File: src/rtl/hb_udp_responder.sv
// Key/value-address table behind an AXI-Stream request/response pair.
// Requests are served one at a time: linear scan of the table, then commit.
module hb_udp_responder #(
    parameter int DEPTH = 16
) (
    input  logic                     clk,
    input  logic                     rst_n,
    input  logic                     s_axis_udp_req_tvalid,
    input  logic [143:0]             s_axis_udp_req_tdata,
    output logic                     s_axis_udp_req_tready,
    output logic                     m_axis_udp_res_tvalid,
    output logic [143:0]             m_axis_udp_res_tdata,
    input  logic                     m_axis_udp_res_tready,
    output logic [$clog2(DEPTH):0]   occupancy
);

    localparam int IDX_W = $clog2(DEPTH);
    localparam int OCC_W = IDX_W + 1;
    localparam logic [IDX_W-1:0] LAST_IDX  = IDX_W'(DEPTH - 1);
    localparam logic [31:0]      OP_INSERT = 32'd0;
    localparam logic [31:0]      OP_DELETE = 32'd1;
    localparam logic [31:0]      OP_LOOKUP = 32'd2;

    typedef enum logic [1:0] {S_IDLE, S_SCAN, S_COMMIT, S_RESP} state_t;

    state_t             r_state;
    state_t             w_next;
    logic               w_accept;

    logic [31:0]        r_op;
    logic [63:0]        r_key;
    logic [15:0]        r_addr;
    logic [IDX_W-1:0]   r_idx;
    logic               r_hit;
    logic [IDX_W-1:0]   r_hit_idx;
    logic               r_free;
    logic [IDX_W-1:0]   r_free_idx;

    logic [DEPTH-1:0]   r_valid;
    logic [63:0]        r_key_mem  [DEPTH];
    logic [15:0]        r_addr_mem [DEPTH];
    logic [OCC_W-1:0]   r_occ;

    logic               r_res_tvalid;
    logic [143:0]       r_res_tdata;

    logic               w_match;
    logic               w_ins_ok;
    logic               w_del_ok;
    logic               w_lkp_ok;
    logic [7:0]         w_status;
    logic [15:0]        w_res_addr;

    // Request bits [143:112] carry no meaning for this block.
    logic               w_unused_hi;
    assign w_unused_hi = ^s_axis_udp_req_tdata[143:112];

    // Ready is gated by rst_n so it reads 0 while reset is held.
    assign s_axis_udp_req_tready = rst_n && (r_state == S_IDLE);
    assign m_axis_udp_res_tvalid = r_res_tvalid;
    assign m_axis_udp_res_tdata  = r_res_tdata;
    assign occupancy             = r_occ;

    always_ff @(posedge clk) begin
        if (!rst_n) begin
            r_state <= S_IDLE;
        end else begin
            r_state <= w_next;
        end
    end

    // NOTE: every output of this block gets a default first so no latch is inferred.
    always_comb begin
        w_next   = r_state;
        w_accept = 1'b0;
        case (r_state)
            S_IDLE: begin
                if (s_axis_udp_req_tvalid) begin
                    w_accept = 1'b1;
                    w_next   = S_SCAN;
                end
            end
            S_SCAN:   if (r_idx == LAST_IDX) w_next = S_COMMIT;
            S_COMMIT: w_next = S_RESP;
            S_RESP:   if (m_axis_udp_res_tready) w_next = S_IDLE;
            default:  w_next = S_IDLE;
        endcase
    end

    assign w_match    = r_valid[r_idx] && (r_key_mem[r_idx] == r_key);
    assign w_ins_ok   = (r_op == OP_INSERT) && !r_hit && r_free;
    assign w_del_ok   = (r_op == OP_DELETE) && r_hit;
    assign w_lkp_ok   = (r_op == OP_LOOKUP) && r_hit;
    assign w_status   = (w_ins_ok || w_del_ok || w_lkp_ok) ? 8'h01 : 8'h00;
    assign w_res_addr = (w_del_ok || w_lkp_ok) ? r_addr_mem[r_hit_idx] : r_addr;

    // NOTE: sequential state uses non-blocking assignments only.
    always_ff @(posedge clk) begin
        if (!rst_n) begin
            r_valid      <= '0;
            r_occ        <= '0;
            r_res_tvalid <= 1'b0;
            r_res_tdata  <= '0;
        end else if (r_state == S_COMMIT) begin
            if (w_ins_ok) begin
                r_valid[r_free_idx] <= 1'b1;
                r_occ               <= r_occ + OCC_W'(1);
            end
            if (w_del_ok) begin
                r_valid[r_hit_idx]  <= 1'b0;
                r_occ               <= r_occ - OCC_W'(1);
            end
            r_res_tvalid <= 1'b1;
            r_res_tdata  <= {24'h0, w_status, w_res_addr, r_key, r_op};
        end else if (r_state == S_RESP && m_axis_udp_res_tready) begin
            r_res_tvalid <= 1'b0;
        end
    end

    // NOTE: key/address storage is deliberately not reset; the valid bits alone
    // decide whether an entry exists, so the payload can sit in plain RAM.
    always_ff @(posedge clk) begin
        if (w_accept) begin
            r_op       <= s_axis_udp_req_tdata[31:0];
            r_key      <= s_axis_udp_req_tdata[95:32];
            r_addr     <= s_axis_udp_req_tdata[111:96];
            r_idx      <= '0;
            r_hit      <= 1'b0;
            r_hit_idx  <= '0;
            r_free     <= 1'b0;
            r_free_idx <= '0;
        end else if (r_state == S_SCAN) begin
            if (w_match && !r_hit) begin
                r_hit     <= 1'b1;
                r_hit_idx <= r_idx;
            end
            if (!r_valid[r_idx] && !r_free) begin
                r_free     <= 1'b1;
                r_free_idx <= r_idx;
            end
            r_idx <= r_idx + IDX_W'(1);
        end
        // An interrupted request must leave the table untouched.
        if (rst_n && r_state == S_COMMIT && w_ins_ok) begin
            r_key_mem[r_free_idx]  <= r_key;
            r_addr_mem[r_free_idx] <= r_addr;
        end
    end

endmodule

File: config.mk
export PLATFORM = sky130hd
export DESIGN_NAME = hb_udp_responder
export DESIGN_NICKNAME = d
export VERILOG_FILES = /design/src/rtl/hb_udp_responder.sv
export SDC_FILE = /design/constraint.sdc
export NUM_CORES = 1
export LEC_CHECK = 0
export BUFFER_PORTS_ARGS = -buffer_cell sky130_fd_sc_hd__buf_2
export CAP_MARGIN = 20
export CORE_MARGIN = 2
export CORE_UTILIZATION = 32
export CTS_CLUSTER_SIZE = 16
export DETAILED_ROUTE_END_ITERATION = 7
export GPL_TIMING_DRIVEN = 1
export SLEW_MARGIN = 15
export SYNTH_ARGS = -nofsm -noshare
export SYNTH_HDL_FRONTEND = slang
export SYNTH_SLANG_ARGS = --single-unit
export TNS_END_PERCENT = 20
File: constraint.sdc
create_clock -name clk -period 11 [get_ports clk]
set_input_delay 1.65 -clock clk [delete_from_list [all_inputs] [get_ports clk]]
set_output_delay 1.65 -clock clk [all_outputs]
set_load 0.05 [all_outputs]
======== Word-level counts from Yosys, hierarchy flattened ========
Memory sizes are Yosys's and may differ from the RTL's. A register that Yosys moved wholly into a read port is not among the register bits.
Cells that the tools add are included.
word-level totals
  output and inout port bits .............. 151
  flip-flop bits (word level) ............. 270
  memories kept ........................... 2
  input bits .............................. 148
  bits in writable memories ............... 1280
  logic and storage cells ................. 91
operators by class
  order comparisons ....................... 5
  add/sub/neg operators ................... 3
  equal/unequal tests ..................... 10
  muxes and demuxes ....................... 28
  bitwise operators ....................... 3
  reductions and logical operators ........ 27
memories
  name        depth  width  read ports  clocked after memory_dff  write ports  RTL line  text
  r_key_mem   16     64     1           1                         1            40        logic [63:0] r_key_mem [DEPTH];
  r_addr_mem  16     16     1           1                         1            41        logic [15:0] r_addr_mem [DEPTH];
operator list
  operator               count
  $mux W16               5
  $eq A64 B64 Y1         1
  $eq A32 B1 Y1 const B  1
  $eq A32 B2 Y1 const B  1
  $logic_not A32 Y1      1
  $and A16 B16 Y16       1
  $mux W4                4
  $not A16 Y16           1
  $or A16 B16 Y16        1
  $lt A4 B5 Y1 const B   3
  $logic_and A1 B1 Y1    13
  $mux W1                10
  $mux W5                2
  $demux W1 S4           2
  $ge A4 B1 Y1 const B   2
  $pmux W2 S4            1
  $mux W2                3
  $ne A2 B2 Y1 const B   3
  $reduce_and A2 Y1      3
  $add A5 B1 Y5 const B  1
  $sub A5 B1 Y5 const B  1
  $add A4 B1 Y4 const B  1
  $bmux W1 S4            1
  $eq A2 B2 Y1 const B   2
  7 further kinds        12

======== Depth between registers and ports, before layout ========
Gate-level depths: netlist (run 1).
  depth in word-level cells ............... 10
  mapped depth ............................ 16
  gate-level depth less buffers ........... 11

======== Least setup slack after synthesis (run 1) ========
OpenSTA, ideal clock, no wires.
  path kind ............................... input to register
  start point ............................. input port rst_n
  end point ............................... memory r_addr_mem[8][0], enable pin
  cell stages on the path ................. 3
  library setup time ...................... 0.616 ns
  arrival time ............................ 7.449 ns
  path buffers ............................ 1
  path slack .............................. 2.935 ns
  required time ........................... 10.384 ns
  path through ............................ clkbuf_1 -> nand2_1 -> nor3_1
on the way
  word-level cells in the longest chain between the ends .. 4
ends and longest elaborated chain
  item                               RTL line  text
  start: declaration                 7         input logic rst_n,
  $logic_and A1 B1 Y1 (2 in series)  144       if (rst_n && r_state == S_COMMIT && w_ins_ok) begin
  $mux W1                            144
  $mux W1 (implied by the code)      146       r_addr_mem[r_free_idx] <= r_addr;
  end: declaration                   41
Every way passes these cells.

==> qor.yml, run 1 <==
status:
  status: "finished clean"
clock_network:
  path_clk_slew_ns: 0.06
  cts-hold-fix-buffers: 0
  cts_tree: "yes"
  cts_max_level: 4
  clockBufferDepth: 3
  clk_latency_ns: 0.82
  numCtsBuffers: 166
  root_buffer: "clkbuf_16"
  cts.sinks: 1551
  post_cts_resized: 0
  cts_setup_buffers: 0
logic_synthesis:
  syn-cell-area_um2: 60200
  synthFlopType: "edfxtp_1"
  synth-edff-count: 1392
  synth-compound-area-share: 0.0303
  synth-simple-area-share: 0.0312
  async_reset_ff_frac: 0
  yosys_warnings: 0
  synth_xor_xnor_area_share: 0.00699
  synthMuxAreaShare: 0.162
  synth-adder-area-share: 0.00220
  syn_area_per_cell_um2: 19.4
  synth_top_family_by_area: "multiplexers"
  synth_seq_cells: 1551
  synth_cells: 3109
  yosysSeqAreaShare: 0.748
  synth_cell_types: 78
floorplanning:
  num_rows: 159
  floorplan.initialDensity: 0.321
  core_um2: 187000
  chipWidth_um: 438
  die_area_um2: 192000
  fp.dieH_um: 438
  top_level_ports: 299
min_path:
  hold_class: "reg -> reg"
global_routing:
  grt_pass1_vias: 31100
  grtUsageTotal: 0.157
  grt_max_degree: 128
  antenna_found_initial: 7
  grt_first_pass_wirelength_mm: 220
  overflow: 0
layout:
  syn2layout_area_growth_pct: 16.1
  layout.nets: 3604
  final_area_um2: 69900
  drive_gt1_frac: 0.259
detailed_routing:
  drt-total-wl_mm: 153
  routed_via_density: 5.01
  drt-wirelength-per-cell_um: 25.1
  drt_pass1_iterations: 5
  wl_met2_mm: 76.0
  first_iter_violations: 3127
  highest_layer: "met5"
  postRouteAntennaNets: 0
  met1_length_mm: 64.8
  drc: 0
  dr_wl_met3_mm: 8.74
  vias: 30500
setup_path:
  required_ns: 11.68
  cp-end-kind: "flop"
  cp-start-kind: "flop"
  crit_fanout: 87
  cp_slowest_cell: "dfxtp_4"
  cp.arrival_ns: 6.06
  setup.worst_path.class: "reg -> reg"
  slowest_delay_ns: 0.78
  cp_cell_sequence: "buf_12 > buf_4 > mux4_2 > mux2i_1 > mux2i_1 > xnor2_1 > nand4_1 > nor3_1 > nand4_1 > o31a_1 > a2bb2oi_1"
timing:
  maxSlewHeadroom: 0.263
  fmax_mhz: 186
  finalHoldViolations: 0
  setup-violations-final: 0
  maxSlewViolCount: 0
  tns_ns: 0
  fin_skew_ns: 0.0643
  fin_crit_ns: 5.38
  worst-slew-pin-transition_ns: 1.11
  fin_crit_sh: 0.489
  rsz0062_at_grt: "no"
place:
  placed_cell_area_um2: 64400
  gp_congestion: 0.800
  dp_hpwl_mm: 84.0
  port_buffers: 235
power:
  power.density_nw_per_um2: 219
  leakagePower_uw: 0.0220
  ir_drop_uv: 152
job:
  maxCapViolations: 0
## routing by layer
layer,global-route usage,up-vias
met5,0,-
met3,0.0285,189
met4,0.0430,4
li1,-,13200
met2,0.266,949
met1,0.208,16100
## per-stage QoR
| step | total power [µW] | setup slack, ns | hold slack, ns | util | cells |
|---|---|---|---|---|---|
| 2_1_floorplan | 9030 | 2.93 | 0.443 | - | 3139 |
| 3_3_place_gp | 9890 | 5.52 | 0.463 | 0.344 | 5772 |
| 3_5_place_dp | 9920 | 5.49 | 0.457 | 0.344 | 5772 |
| 4_1_cts | 15400 | 5.51 | 0.471 | 0.373 | 6078 |
| 5_1_grt | 15800 | 5.26 | 0.493 | 0.373 | 6080 |
| 6_report | 15300 | 5.62 | 0.471 | 0.373 | 6082 |
## synth_stat cells, drive strengths merged, types with 32 or more instances
cell | n | area share
edfxtp | 1392 | 0.69
mux4 | 286 | 0.11
mux2i | 270 | 0.045
nor2 | 191 | 0.012
dfxtp | 159 | 0.053
buf | 129 | 0.014
nand2 | 77 | 0.0048
clkbuf | 61 | 0.0038
mux2 | 54 | 0.010
a21oi | 45 | 0.0037
a211oi | 38 | 0.0047
a22oi | 32 | 0.0040
## final cells by class
cell class	count	area (µm²)
Clock inverter	77	857
Clock buffer	229	4540
Inverter	28	110
Multi-Input combinational cell	1370	14300
Timing Repair Buffer	329	1950
Antenna cell	3	7.51
Fill cell	17100	117000
Tap cell	2495	3120
Sequential cell	1551	45000
## power breakdown
| group | switching, µW | leakage, µW | internal (µW) |
|---|---|---|---|
| Sequential | 335 | 0.0139 | 6920 |
| Combinational | 1650 | 0.00552 | 853 |
| Clock | 2370 | 0.00259 | 3150 |
| Total | 4350 | 0.0220 | 10900 |
## sequential cells by signal, indices dropped and copies added, names as in the netlist, 2 cells and up, named ones only
name and cells:
r_op 32, r_key 64, r_addr 16, r_idx 4, r_key_mem 1024, r_hit_idx 4, r_state 2, m_axis_udp_res_tdata 113
occupancy 5, r_addr_mem 256, r_valid 16, r_free_idx 4
## critical path: cells and delay by family (launching register included)
family	cells	cell delay [ns]
XOR/XNOR	1	0.24
buffers and inverters	2	1.13
AND/OR/NAND/NOR	3	1.46
flip-flops	1	0.78
multiplexers	3	0.84
AO/OA/AOI/OAI	2	0.65
## path summary, 6_finish.rpt
check                           slack, ns                        end  cells after the start                      start
worst max-delay path                 5.62                       flop                     11                       flop
worst min-delay path                 0.47  m_axis_udp_res_tdata[112]                      2  m_axis_udp_res_tdata[112]
worst max register to register       5.62                       flop                     11                       flop
worst min register to register       0.47  m_axis_udp_res_tdata[112]                      2  m_axis_udp_res_tdata[112]
## layout by cell type, fill, tap and decap left out, types with 38 or more instances in the layout
| cell type | synthesis | final |
|---|---|---|
| a21oi_1 | 45 | 45 |
| buf_4 | 59 | 89 |
| dfxtp_1 | 159 | 152 |
| edfxtp_1 | 1392 | 1392 |
| nand2_1 | 77 | 77 |
| a211oi_1 | 38 | 38 |
| clkbuf_16 | 0 | 168 |
| mux4_2 | 282 | 282 |
| buf_2 | 37 | 235 |
| clkbuf_1 | 60 | 50 |
| nor2_1 | 190 | 176 |
| mux2i_1 | 270 | 270 |
| mux2_2 | 54 | 54 |
## cells by family after synthesis
logic type / count (synthesis)
XOR/XNOR: 48
AND/OR/NAND/NOR: 410
buffers and inverters: 218
multiplexers: 610
AO/OA/AOI/OAI: 261
other: 1
adder cells (fa/ha/maj): 10
flip-flops: 1551
No activity file was read; power rests on OpenSTA's default activity.
==> inputs of run 2 (changes only) <==
==> constraint.sdc (replaced) <==
create_clock -name clk -period 5.4 [get_ports clk]
set_input_delay 0.81 -clock clk [delete_from_list [all_inputs] [get_ports clk]]
set_output_delay 0.81 -clock clk [all_outputs]
set_load 0.05 [all_outputs]
==> run 2 against run 1 <==
  * First-iteration DRC count increased by 2.9%
  * Cell count increased by 0.64%
  * Via count increased by 1.4%
  * Largest power group unchanged
  * Maximum frequency increased by 10%
  * Clock skew increased by 0.0067 ns
  * Total power increased by 110%
  * Worst setup slack got worse by 5.1 ns
==> qor.yml, run 2 (same netlist as run 1, synthesis figures left out) <==
timing:
  worst_hold_slack_ns: 0.146  # -0.325 ns
  fin_crit_ns: 4.87  # -0.504 ns
  fin_crit_sh: 0.902  # +0.413
  timing.final.ws_setup_ns: 0.529  # -5.10 ns
  maxSlewViolCount: 0  # unchanged
  fmax_mhz: 205  # +10%
  finalHoldViolations: 0  # unchanged
  maxSlewHeadroom: 0.289  # +0.0262
  setup-violations-final: 0  # unchanged
  rsz0062_at_grt: "no"
  fin_skew_ns: 0.0710  # +0.00667 ns
  worst-slew-pin-transition_ns: 1.07  # -0.0394 ns
layout:
  top_register: "r_key_mem"
  most-common-layout-cells: "edfxtp_1, mux4_2, mux2i_1"
  regArea_um2: 45000  # unchanged
  fillers: 17000  # -0.39%
  layout.nets: 3644  # +1.1%
  final_area_um2: 70500  # +0.92%
  syn2layout_area_growth_pct: 17.2
  drive_gt1_frac: 0.271  # +0.0117
  multi_input_area_um2: 14300  # about the same
  layout_commonest_cell: "edfxtp_1"
  largest_reg_flops: 1024  # unchanged
detailed_routing:
  first_iter_violations: 3217  # +2.9%
  postRouteAntennaNets: 0  # unchanged
  vias: 30900  # +1.4%
  drt_pass1_iterations: 6  # +1
  drt-total-wl_mm: 156  # +2.1%
  drt-wirelength-per-cell_um: 25.5  # +1.5%
  routed_via_density: 5.05  # +0.78%
  drc: 0  # unchanged
place:
  dp_hpwl_mm: 89.5  # +6.6%
  port_buffers: 235  # unchanged
  gp_congestion: 0.813  # +1.5%
  placed_cell_area_um2: 65000  # +0.86%
  preCtsSetupSlack_ns: 0.221  # -5.27 ns
global_routing:
  antenna_found_initial: 10  # +3
  grtUsageTotal: 0.161  # +0.00325
  grt_pass1_vias: 31400  # +1.2%
  overflow: 0  # unchanged
  grt_max_degree: 81  # -37%
  grt_first_pass_wirelength_mm: 224  # +1.7%
floorplanning:
  top_level_ports: 299  # unchanged
  core_um2: 187000  # unchanged
  chipWidth_um: 438  # unchanged
  floorplan.initialDensity: 0.321  # unchanged
  die_area_um2: 192000  # unchanged
  num_rows: 159  # unchanged
  fp.dieH_um: 438  # unchanged
clock_network:
  cts_tree: "yes"
  root_buffer: "clkbuf_16"
  clockBufferDepth: 3  # unchanged
  path_clk_slew_ns: 0.06  # about the same
  numCtsBuffers: 166  # unchanged
  cts_setup_buffers: 0  # unchanged
  clk_latency_ns: 0.85  # +0.03 ns
  cts-hold-fix-buffers: 0  # unchanged
  cts.sinks: 1551  # unchanged
  post_cts_resized: 0  # unchanged
  cts_max_level: 4  # unchanged
power:
  power.density_nw_per_um2: 445  # +100%
  finalPower_uw: 31400  # +110%
  leakagePower_uw: 0.0223  # +1.4%
  ir_drop_uv: 328  # +120%
setup_path:
  rr_worst_depth: 9  # -2
  crit_fanout: 31  # -64%
  cp_slowest_cell: "or4_1"
  required_ns: 6.15  # -5.53 ns
  cp-end-kind: "flop"
  cp.arrival_ns: 5.62  # -0.44 ns
  cp_cell_sequence: "nand2b_1 > o22ai_1 > nor3_1 > a221oi_2 > a31oi_1 > or4_1 > or4_1 > nor4_1 > a2bb2oi_1"
  cp-start-kind: "flop"
  setup.worst_path.class: "reg -> reg"
  slowest_delay_ns: 0.81  # +0.03 ns
  cp_common_cell: "or4_1"
job:
  maxCapViolations: 0  # unchanged
min_path:
  hold_class: "in -> reg"
  whs_path_depth: 1  # -1
status:
  status: "finished clean"
## run 2: power by group
part / switching [µW] / total, µW / internal (µW)
Combinational: 3370 / 5170 / 1800
Clock: 4920 / 11300 / 6420
Sequential: 762 / 14900 / 14100
## run 2: layout make-up
class / instances / share of cell area
antenna: 1 / 0.0000355
clock buffer: 217 / 0.0630
clock inverter: 90 / 0.0150
inverter: 28 / 0.00156
multi-input combinational: 1370 / 0.203
sequential: 1551 / 0.638
tap: 2495 / 0.0443
timing repair buffer: 369 / 0.0353
## run 2: stage by stage
step	TNS [ns]	util	std cells
2_1_floorplan	-37.36	-	3139
6_report	0	0.377	6121
3_5_place_dp	0	0.347	5812
3_3_place_gp	0	0.347	5812
5_1_grt	0	0.377	6120
4_1_cts	0	0.377	6119
## run 2: worst paths after layout
kind / startpoint / to / slack (ns)
setup reg to reg: flop / flop / 0.53
setup / recovery: flop / flop / 0.53
hold / removal: s_axis_udp_req_tdata[89] / r_key[57] / 0.15
hold reg to reg: m_axis_udp_res_tdata[47] / m_axis_udp_res_tdata[47] / 0.48
## run 2: worst max-delay path, delay by kind of cell, from the launching register on
family / cells / cell delay (ns)
DFF: 1 / 0.79
and+or+nand+nor: 5 / 2.53
AOI/OAI and AO/OA: 4 / 1.44
## run 2: per-layer routing
metal	share of wire	vias up	track usage
met5	0.00050	-	0
met4	0.021	12	0.0412
met3	0.070	215	0.0347
met2	0.49	1145	0.266
met1	0.42	16300	0.215
li1	-	13300	-
